File: config.mk
export PLATFORM = sky130hd
export DESIGN_NAME = uart_tx_arbiter
export DESIGN_NICKNAME = d
export VERILOG_FILES = /design/src/rtl/uart_tx_arbiter.sv
export SDC_FILE = /design/constraint.sdc
export NUM_CORES = 1
export LEC_CHECK = 0
export CELL_PAD_IN_SITES_DETAIL_PLACEMENT = 0
export CELL_PAD_IN_SITES_GLOBAL_PLACEMENT = 1
export CORE_MARGIN = 4
export CORE_UTILIZATION = 31
export DETAILED_ROUTE_END_ITERATION = 10
export PLACE_DENSITY = 0.85
export SYNTH_ARGS = -nofsm -noshare
export SYNTH_HDL_FRONTEND = slang
export SYNTH_SLANG_ARGS = --single-unit
export TNS_END_PERCENT = 30
File: constraint.sdc
create_clock -name clock -period 1.76 [get_ports clock]
set_clock_uncertainty 0.15 [all_clocks]
set_input_delay 0.176 -clock clock [delete_from_list [all_inputs] [get_ports clock]]
set_output_delay 0.176 -clock clock [all_outputs]
set_load 0.02 [all_outputs]
File: src/rtl/uart_tx_arbiter.sv
// Two-requester arbiter for a single UART transmit byte channel.
// Grants one byte at a time to either the manual sender or the script
// sender, then strobes it to the UART and waits a fixed byte-time gap,
// since the UART has no busy indication of its own. New grants are
// suppressed while a script is being loaded.
module uart_tx_arbiter #(
   parameter int unsigned BYTE_GAP = 176,  // idle cycles after each strobe, >= 1
   parameter bit          SHARE    = 1'b0  // 1: non-owner may use idle slots
) (
   input  logic       clock,
   input  logic       reset,
   input  logic       load_busy,
   input  logic       owner_script,
   input  logic       man_valid,
   input  logic [7:0] man_bits,
   output logic       man_ack,
   input  logic       scr_valid,
   input  logic [7:0] scr_bits,
   output logic       scr_ack,
   output logic [7:0] tx_bits,
   output logic       tx_valid,
   output logic       tx_busy,
   output logic [7:0] man_cnt,
   output logic [7:0] scr_cnt
);

   localparam logic [1:0] ST_IDLE = 2'd0;
   localparam logic [1:0] ST_SEND = 2'd1;
   localparam logic [1:0] ST_GAP  = 2'd2;

   localparam int unsigned      GAP_W    = (BYTE_GAP > 1) ? $clog2(BYTE_GAP) : 1;
   localparam logic [GAP_W-1:0] GAP_LOAD = GAP_W'(BYTE_GAP - 1);

   logic [1:0]       state;
   logic [GAP_W-1:0] gap_cnt;
   logic             sel_scr;   // requester whose byte is in flight
   logic             pick_man;
   logic             pick_scr;

   // Arbitration in IDLE: owner first, the other only when sharing is enabled.
   // Gated by reset so no request is acknowledged on a cycle that is discarded.
   always_comb begin
      pick_man = 1'b0;
      pick_scr = 1'b0;
      if (state == ST_IDLE && !reset && !load_busy) begin
         if (owner_script) begin
            if (scr_valid)
               pick_scr = 1'b1;
            else if (SHARE && man_valid)
               pick_man = 1'b1;
         end else begin
            if (man_valid)
               pick_man = 1'b1;
            else if (SHARE && scr_valid)
               pick_scr = 1'b1;
         end
      end
   end

   assign man_ack  = pick_man;
   assign scr_ack  = pick_scr;
   assign tx_valid = (state == ST_SEND);
   assign tx_busy  = (state == ST_SEND) || (state == ST_GAP);

   // Sequencer: latch granted byte, strobe once, count it, then hold off BYTE_GAP cycles.
   // tx_bits doubles as the hold register, so it only changes on a grant.
   always_ff @(posedge clock) begin
      if (reset) begin
         state   <= ST_IDLE;
         gap_cnt <= '0;
         sel_scr <= 1'b0;
         tx_bits <= '0;
         man_cnt <= '0;
         scr_cnt <= '0;
      end else begin
         case (state)
            ST_IDLE: begin
               if (pick_man || pick_scr) begin
                  tx_bits <= pick_scr ? scr_bits : man_bits;
                  sel_scr <= pick_scr;
                  state   <= ST_SEND;
               end
            end
            ST_SEND: begin
               if (sel_scr)
                  scr_cnt <= scr_cnt + 8'd1;
               else
                  man_cnt <= man_cnt + 8'd1;
               gap_cnt <= GAP_LOAD;
               state   <= ST_GAP;
            end
            ST_GAP: begin
               if (gap_cnt == '0)
                  state <= ST_IDLE;
               else
                  gap_cnt <= gap_cnt - 1'b1;
            end
            default: state <= ST_IDLE;
         endcase
      end
   end

endmodule

==> impl_results.md, run 1 <==
* Total number of H-tree levels at 2
* Sink Count at 35
* Vertical extent of the die at a little over 80 um
* Via density at about 4.7
* Number of hold violations in the final report at 0
* Final Critical Period at between 1500 and 2000 ps
* Worst slew slack as a fraction of its limit at roughly three quarters
* Top-area cell type share of the netlist area at between 40% and 50%
* Power Dens Cells at 808.2 nW/um^2
* Area growth syn-to-layout at 55.24%
* Leak pwr at around 1 nW
* Top post-synthesis cells by area: sky130_fd_sc_hd__dfxtp_1 43%, sky130_fd_sc_hd__mux2i_1 7.3%, sky130_fd_sc_hd__nor2_1 7.1%
* Antenna Nets Post-Route at 0
* Width of the die at 80.88 um
* N_diodes at 0
* Area taken by flip-flops and latches at between 700 and 800 um^2
* Area of the die at around 6500 um^2
* Floorplan row count at 26
* Period Utilization, post-route at 100.0%
* Launching element type of the critical path: flop
* DRC marker count from the first detailed-route iteration at slightly above 60
* First-pass GRT wire length at 6.506 mm
* Final critical-path setup slack at -0.8661 ps
* Setup Slack @ Placement at -366.1 ps
* Instance count of the mapped netlist at between 150 and 200
* Max-slew violation count at 0
* Antenna violations before repair at 0
* Worst Hold Class: reg -> reg
* Count of buffers inserted at the top-level ports at roughly 50
* Final setup violation count at 1
* Async set-or-reset flop fraction in the synthesized netlist at 0%
* Final standard cell utilization of the core at about half
* Post-synthesis register bit count at 35
* CTS Root Cell: sky130_fd_sc_hd__clkbuf_8
* Setup repair after global routing missed its margin: true
* Fin Setup TNS at -0.8661 ps
* Worst path arrival time at roughly 1800 ps
* Count of nets after finishing at 280
* Tot Pwr at between 2 and 2.5 mW
* Via count of the routed design at about 1500
* Share of final-layout standard cells stronger than drive strength 1 at 21.74%
* Endpoint required time on the critical path at 1820 ps
* Netlist area before placement at 1647 um^2
* Setup Crit Path Kind: reg -> reg
* Core area at between 5000 and 6000 um^2
* Multi-input gate area at slightly below 1000 um^2
* Worst hold path stage count at 2
* Total overflow reported by the global router at 0
* Avg Synthesized Cell Area at roughly 9.0 um^2
* Result of the run: finished with violations
* Fill cell total of the finished layout at approximately 520
* Number of detailed-routing iterations run before antenna repair at 4
* Number of library cell types mapped by synthesis at 35
* TritonCTS Buffers at 5
* Setup crit end kind: flop
* Crit Path Max Fanout at 5
* Area after DPL at 2344 um^2
* DRC viols at 0
* Max Buffers Root-to-Sink at 2
* # IOs at 50
* Overall global routing resource usage at about 13%
* Yosys synthesis warning count at 0
* Hold-fix buffers at CTS at 0
* Avg WL per Cell at between 10 and 15 um
* Vias in the first global route at around 1400
* Peak supply drop at ~0.00063 V
* CTS tree: yes
* HPWL after detailed placement at between 2 and 3 mm
* Max-Cap Viols at 0
* Length in cells of the worst reg-to-reg path at 7
* Starting density of the core at roughly 32%
* Worst-Margin Slew at 371.3 ps
* Number of synthesized flops with an enable pin at 0
* Biggest area consumer among synthesized cells: sky130_fd_sc_hd__dfxtp_1
* Overall routed net length at around 3.8 mm
* Skew-Pair Late Insertion Delay at approximately 280 ps
* Leading cell types in the layout, fill and taps excluded: 45 x sky130_fd_sc_hd__clkdlybuf4s50_1, 33 x sky130_fd_sc_hd__dfxtp_1, 31 x sky130_fd_sc_hd__nor2_1
* Violations in the final reports: setup timing
* Maximum operating frequency at between 500 and 600 MHz
* Area of all placed cells without fillers at between 2000 and 3000 um^2
* Post-synthesis net count at ~210
* Portion of the post-synthesis area used by sequential elements at a little over two fifths
* Top_reg_cell synth: sky130_fd_sc_hd__dfxtp_1
* Placer congestion estimate at 0.7628
* Maximum number of pins on one net before global-route repair at 36
* Clock Pin Slew Worst Setup and Hold Paths at 70 ps
* Most common cell after layout, fill and taps aside: sky130_fd_sc_hd__clkdlybuf4s50_1
## final cells by class
class,instances,area share (%)
clock buffers,5,2.692
clock inverters,3,1.713
inverters,8,1.175
multi-input cells,132,37.93
flip-flops and latches,35,27.51
well taps,70,3.426
repair buffers,70,25.55
## synth_stat cells, types with 2 or more instances
library cell and n:
sky130_fd_sc_hd__mux2i_1 12, sky130_fd_sc_hd__nor2b_1 2, sky130_fd_sc_hd__clkbuf_1 5, sky130_fd_sc_hd__nand2b_1 2, sky130_fd_sc_hd__a211oi_1 10, sky130_fd_sc_hd__nand3b_1 2
sky130_fd_sc_hd__nor3_1 4, sky130_fd_sc_hd__xnor2_1 3, sky130_fd_sc_hd__xor2_1 12, sky130_fd_sc_hd__a21oi_1 9, sky130_fd_sc_hd__nand2_1 9, sky130_fd_sc_hd__inv_1 8
sky130_fd_sc_hd__and3_1 4, sky130_fd_sc_hd__nor2_1 31, sky130_fd_sc_hd__buf_2 3, sky130_fd_sc_hd__nand4_1 9, sky130_fd_sc_hd__dfxtp_1 35, sky130_fd_sc_hd__ha_1 6
## state kept, by name, summed over array words and instances, names as in the netlist
signal	count
gap_cnt	8
man_cnt	8
scr_cnt	8
tx_bits	8
state	2
sel_scr	1
## power by group
part	switching (mW)	internal, mW
Clock	0.291	0.422
Sequential	0.0474	0.838
Combinational	0.219	0.249
Total	0.558	1.51
## kinds of logic after synthesis
kind of cell / count (synthesis) / synth area share [%]
flops: 35 / 42.55
mux: 13 / 7.979
simple gates: 71 / 21.58
compound gates: 27 / 11.47
buf+inv: 16 / 3.875
xor+xnor: 15 / 7.979
fa+ha+maj: 6 / 4.559
## per-stage QoR
step,hold WS (ps),std cells
4_1_cts,324.4,322
3_5_place_dp,313.6,314
5_1_grt,330.1,323
6_report,319.5,323
3_3_place_gp,309.2,314
2_1_floorplan,208.6,183
## what timing repair did
action                     CTS  global route
gates resized for setup     18            20
setup endpoints to repair   16            22
buffers inserted             0             1
pin swaps                    0             8
## final timing paths
| path | startpoint | end | slack, ps |
|---|---|---|---|
| min | sel_scr | sel_scr | 320 |
| min reg2reg | sel_scr | sel_scr | 320 |
| max | state[1] | gap_cnt[6] | -0.9 |
| max reg2reg | state[1] | gap_cnt[6] | -0.9 |
## per-layer routing
layer,part of all wire [%],routed length [um],track usage [%],vias up
li1,-,-,-,780
met1,45,1728,15.83,691
met2,48,1828,19.46,36
met3,5.7,217,4.545,4
met4,1.5,58,4.730,0
met5,0,0,0,-
## critical path, cell delays in order, from the launching register on
cell	delay (ps)
sky130_fd_sc_hd__dfxtp_2	330
sky130_fd_sc_hd__inv_2	70
sky130_fd_sc_hd__buf_4	110
sky130_fd_sc_hd__ha_4	150
sky130_fd_sc_hd__nor2_1	50
sky130_fd_sc_hd__a31o_1	200
sky130_fd_sc_hd__or4b_1	500
sky130_fd_sc_hd__a21oi_1	130
No activity file was read; power rests on OpenSTA's default activity.
==> run 2, diff against run 1 <==
Settings changed: ABC_CLOCK_PERIOD_IN_PS set to 1760.
==> results of run 2 <==
Final layout, timing and power as in run 1 (identical DEF).
==> run 3, diff against run 2 <==
Settings changed: ABC_CLOCK_PERIOD_IN_PS 1760 to 1800, CORE_UTILIZATION 31 to 34, PLACE_DENSITY 0.85 to 0.88, SETUP_SLACK_MARGIN set to 0.4.
Clock period 1.76 ns to 1.8 ns, I/O delays scaled along.
==> run 3 against run 2 <==
  * The flow now finishes without violations
  * Die area fell by 8.0%
  * Sequential cell count did not move
  * Final area rose by 5.6%
  * Total power fell by 2.0%
  * Final cell count fell by 5.3%
  * First-iteration DRC count fell by 13%
  * Global-route usage rose by 1.0 points
  * Sequential share of layout area fell by 1.4 points
  * Combinational power rose by 14%
  * Clock power fell by 13%
  * Via count rose by 0.53%
  * Critical endpoint is now man_ack
==> impl_results.md, run 3 (synthesis results as in run 1) <==
* Result of the run: completed
* Peak supply drop at 0.0004317 V (-31%)
* Cell type of the slowest stage on the worst timing path: sky130_fd_sc_hd__dfxtp_2
* Max-slew violation count at 0 (unchanged)
* TritonCTS Buffers at 5 (unchanged)
* Length in cells of the worst reg-to-reg path at 7 (unchanged)
* Starting density of the core at 35.09% (+3.1 points)
* Count of buffers inserted at the top-level ports at 49 (unchanged)
* Final Critical Period at 1734 ps
* Hold-fix buffers at CTS at 0 (unchanged)
* Total number of H-tree levels at 2 (unchanged)
* Clock Pin Slew Worst Setup and Hold Paths at 70 ps (about the same)
* First-pass GRT wire length at 6.575 mm (+1.1%)
* Vertical extent of the die at 77.59 um (-4.1%)
* Final setup violation count at 0 (-1)
* Floorplan row count at 25 (-3.8%)
* Leading cell types in the layout, fill and taps excluded: 31 x sky130_fd_sc_hd__dfxtp_1, 29 x sky130_fd_sc_hd__nor2_1, 24 x sky130_fd_sc_hd__dlymetal6s2s_1
* # IOs at 50 (unchanged)
* Worst slew slack as a fraction of its limit at 75.82% (+0.58 points)
* Power Dens Cells at 750.1 nW/um^2 (-7.2%)
* Setup repair after global routing missed its margin: true
* Worst stage delay on the critical path at 320 ps (-180 ps)
* Area of the die at 6020 um^2 (-8.0%)
* Setup Slack @ Placement at -268.3 ps (+97.78 ps)
* Cells along the critical path: inv_2 -> ha_4 -> nor3b_4 -> nand3b_1 -> inv_2 -> buf_6
* Worst Hold Class: in -> reg
* Overall global routing resource usage at 13.56% (+1.0 points)
* Placer congestion estimate at 0.7892 (+3.5%)
* Period Utilization, post-route at just under 100%
* Endpoint required time on the critical path at 1470 ps (-350 ps)
* Total overflow reported by the global router at 0 (unchanged)
* CTS Root Cell: sky130_fd_sc_hd__clkbuf_8
* Maximum number of pins on one net before global-route repair at 36 (unchanged)
* Share of final-layout standard cells stronger than drive strength 1 at 28.17% (+6.4 points)
* Max Buffers Root-to-Sink at 2 (unchanged)
* DRC marker count from the first detailed-route iteration at 54 (-13%)
* Vias in the first global route at 1445 (+2.9%)
* Via density at 4.964 (+6.1%)
* Maximum operating frequency at just under 600 MHz
* Sink Count at 35 (unchanged)
* Setup crit end kind: primary output
* Worst path arrival time at 1400 ps (-420 ps)
* Skew-Pair Late Insertion Delay at 280 ps (about the same)
* DRC viols at 0 (unchanged)
* Width of the die at 77.59 um (-4.1%)
* HPWL after detailed placement at 2.588 mm (-5.1%)
* RR Endpoint: gap_cnt[6]
* Number of detailed-routing iterations run before antenna repair at 4 (unchanged)
* Antenna violations before repair at 0 (unchanged)
* Most Frequent Cell on Critical Path: sky130_fd_sc_hd__inv_2
* Antenna Nets Post-Route at 0 (unchanged)
* Terminating pin of the worst hold path: tx_bits[6]
* N_diodes at 0 (unchanged)
* Avg WL per Cell at 13.11 um (+10%)
* Final hold slack at 340.5 ps (+20.98 ps)
* Reg2reg start: state[0]
* Number of hold violations in the final report at 0 (unchanged)
* Via count of the routed design at 1519 (+0.53%)
* Final critical-path setup slack at 65.76 ps (+66.62 ps)
* Most common cell after layout, fill and taps aside: sky130_fd_sc_hd__dfxtp_1
* Overall routed net length at 4.011 mm (+4.7%)
* Worst hold path stage count at 3 (+1)
* Area growth syn-to-layout at 63.91%
* Setup Crit Path Kind: reg -> out
* Launching element type of the critical path: flop
* Crit Path Max Fanout at 3 (-2)
* Max-Cap Viols at 0 (unchanged)
* Count of nets after finishing at 279 (-0.36%)
* Worst reg2reg setup slack at 70 ps (+70 ps)
* Min-delay src: scr_bits[6]
* CTS tree: yes
* Worst-Margin Slew at 362.7 ps (-8.672 ps)
* Leak pwr at 1.474 nW (+45%)
* Core area at 4692 um^2 (-8.7%)
==> run 3: changes by cell type in the layout (fill, tap and decap cells not counted), moves of 4 or more <==
cell	change
sky130_fd_sc_hd__nand2_1	-4
sky130_fd_sc_hd__nand2_2	+4
sky130_fd_sc_hd__dlymetal6s2s_1	+24
sky130_fd_sc_hd__buf_6	+8
sky130_fd_sc_hd__clkdlybuf4s50_1	-24
sky130_fd_sc_hd__buf_4	-7
==> run 3: metal layers <==
layer / global-route usage, % / up-vias / wire [um]
met5: 0 / - / 0
met4: 7.117 / 0 / 110
met3: 4.176 / 8 / 180
met2: 21.75 / 30 / 1961
met1: 16.19 / 702 / 1758
li1: - / 779 / -
==> run 3: layout make-up <==
cell class / count / area [um^2]
Fill cell: 412 / 1993
Clock inverter: 1 / 7.507
Inverter: 8 / 35.03
Sequential cell: 35 / 705.7
Timing Repair Buffer: 69 / 732.0
Multi-Input combinational cell: 132 / 1055
Clock buffer: 7 / 96.34
Tap cell: 54 / 67.56
==> run 3: critical path: cells and delay by family, from the launching register on <==
kind	cells	cell delay, ps
buffers and inverters	3	280
and+or+nand+nor	2	390
adders and majority gates	1	130
DFF	1	320
==> run 3: repair_timing <==
item / CTS / global route
buffers inserted: 7 / 3
hold endpoints to repair: 0 / 0
gates resized for setup: 38 / 50
pin swaps: 9 / 21
endpoints found under the setup margin: 62 / 63
==> run 3: worst max path at each step <==
stage,startpoint,endpoint,depth (start not counted),slack [ps]
global route,state[0],man_ack,6,-40
floorplan,state[1],gap_cnt[6],6,180
CTS,state[0],man_ack,6,70
detailed placement,reset,man_ack,5,-270
finish,state[0],man_ack,6,70
global placement,reset,scr_ack,5,-270
==> run 3: power by group <==
group / switching (mW) / total [mW] / internal [mW]
clock: 0.274 / 0.621 / 0.348
sequential: 0.0501 / 0.871 / 0.821
combinational: 0.246 / 0.532 / 0.286
==> run 3: per-stage QoR <==
| step | setup TNS (ps) | instance area [um^2] | total power [mW] | cells | util, % |
|---|---|---|---|---|---|
| after floorplan | 0 | 1702 | 1.123 | 183 | - |
| after global placement | -1009 | 2288 | 1.278 | 288 | 48.77 |
| after detailed placement | -1143 | 2288 | 1.282 | 288 | 48.77 |
| after CTS | 0 | 2511 | 1.996 | 303 | 53.52 |
| after global routing | -69.55 | 2699 | 2.140 | 306 | 57.52 |
| final | 0 | 2699 | 2.024 | 306 | 57.52 |
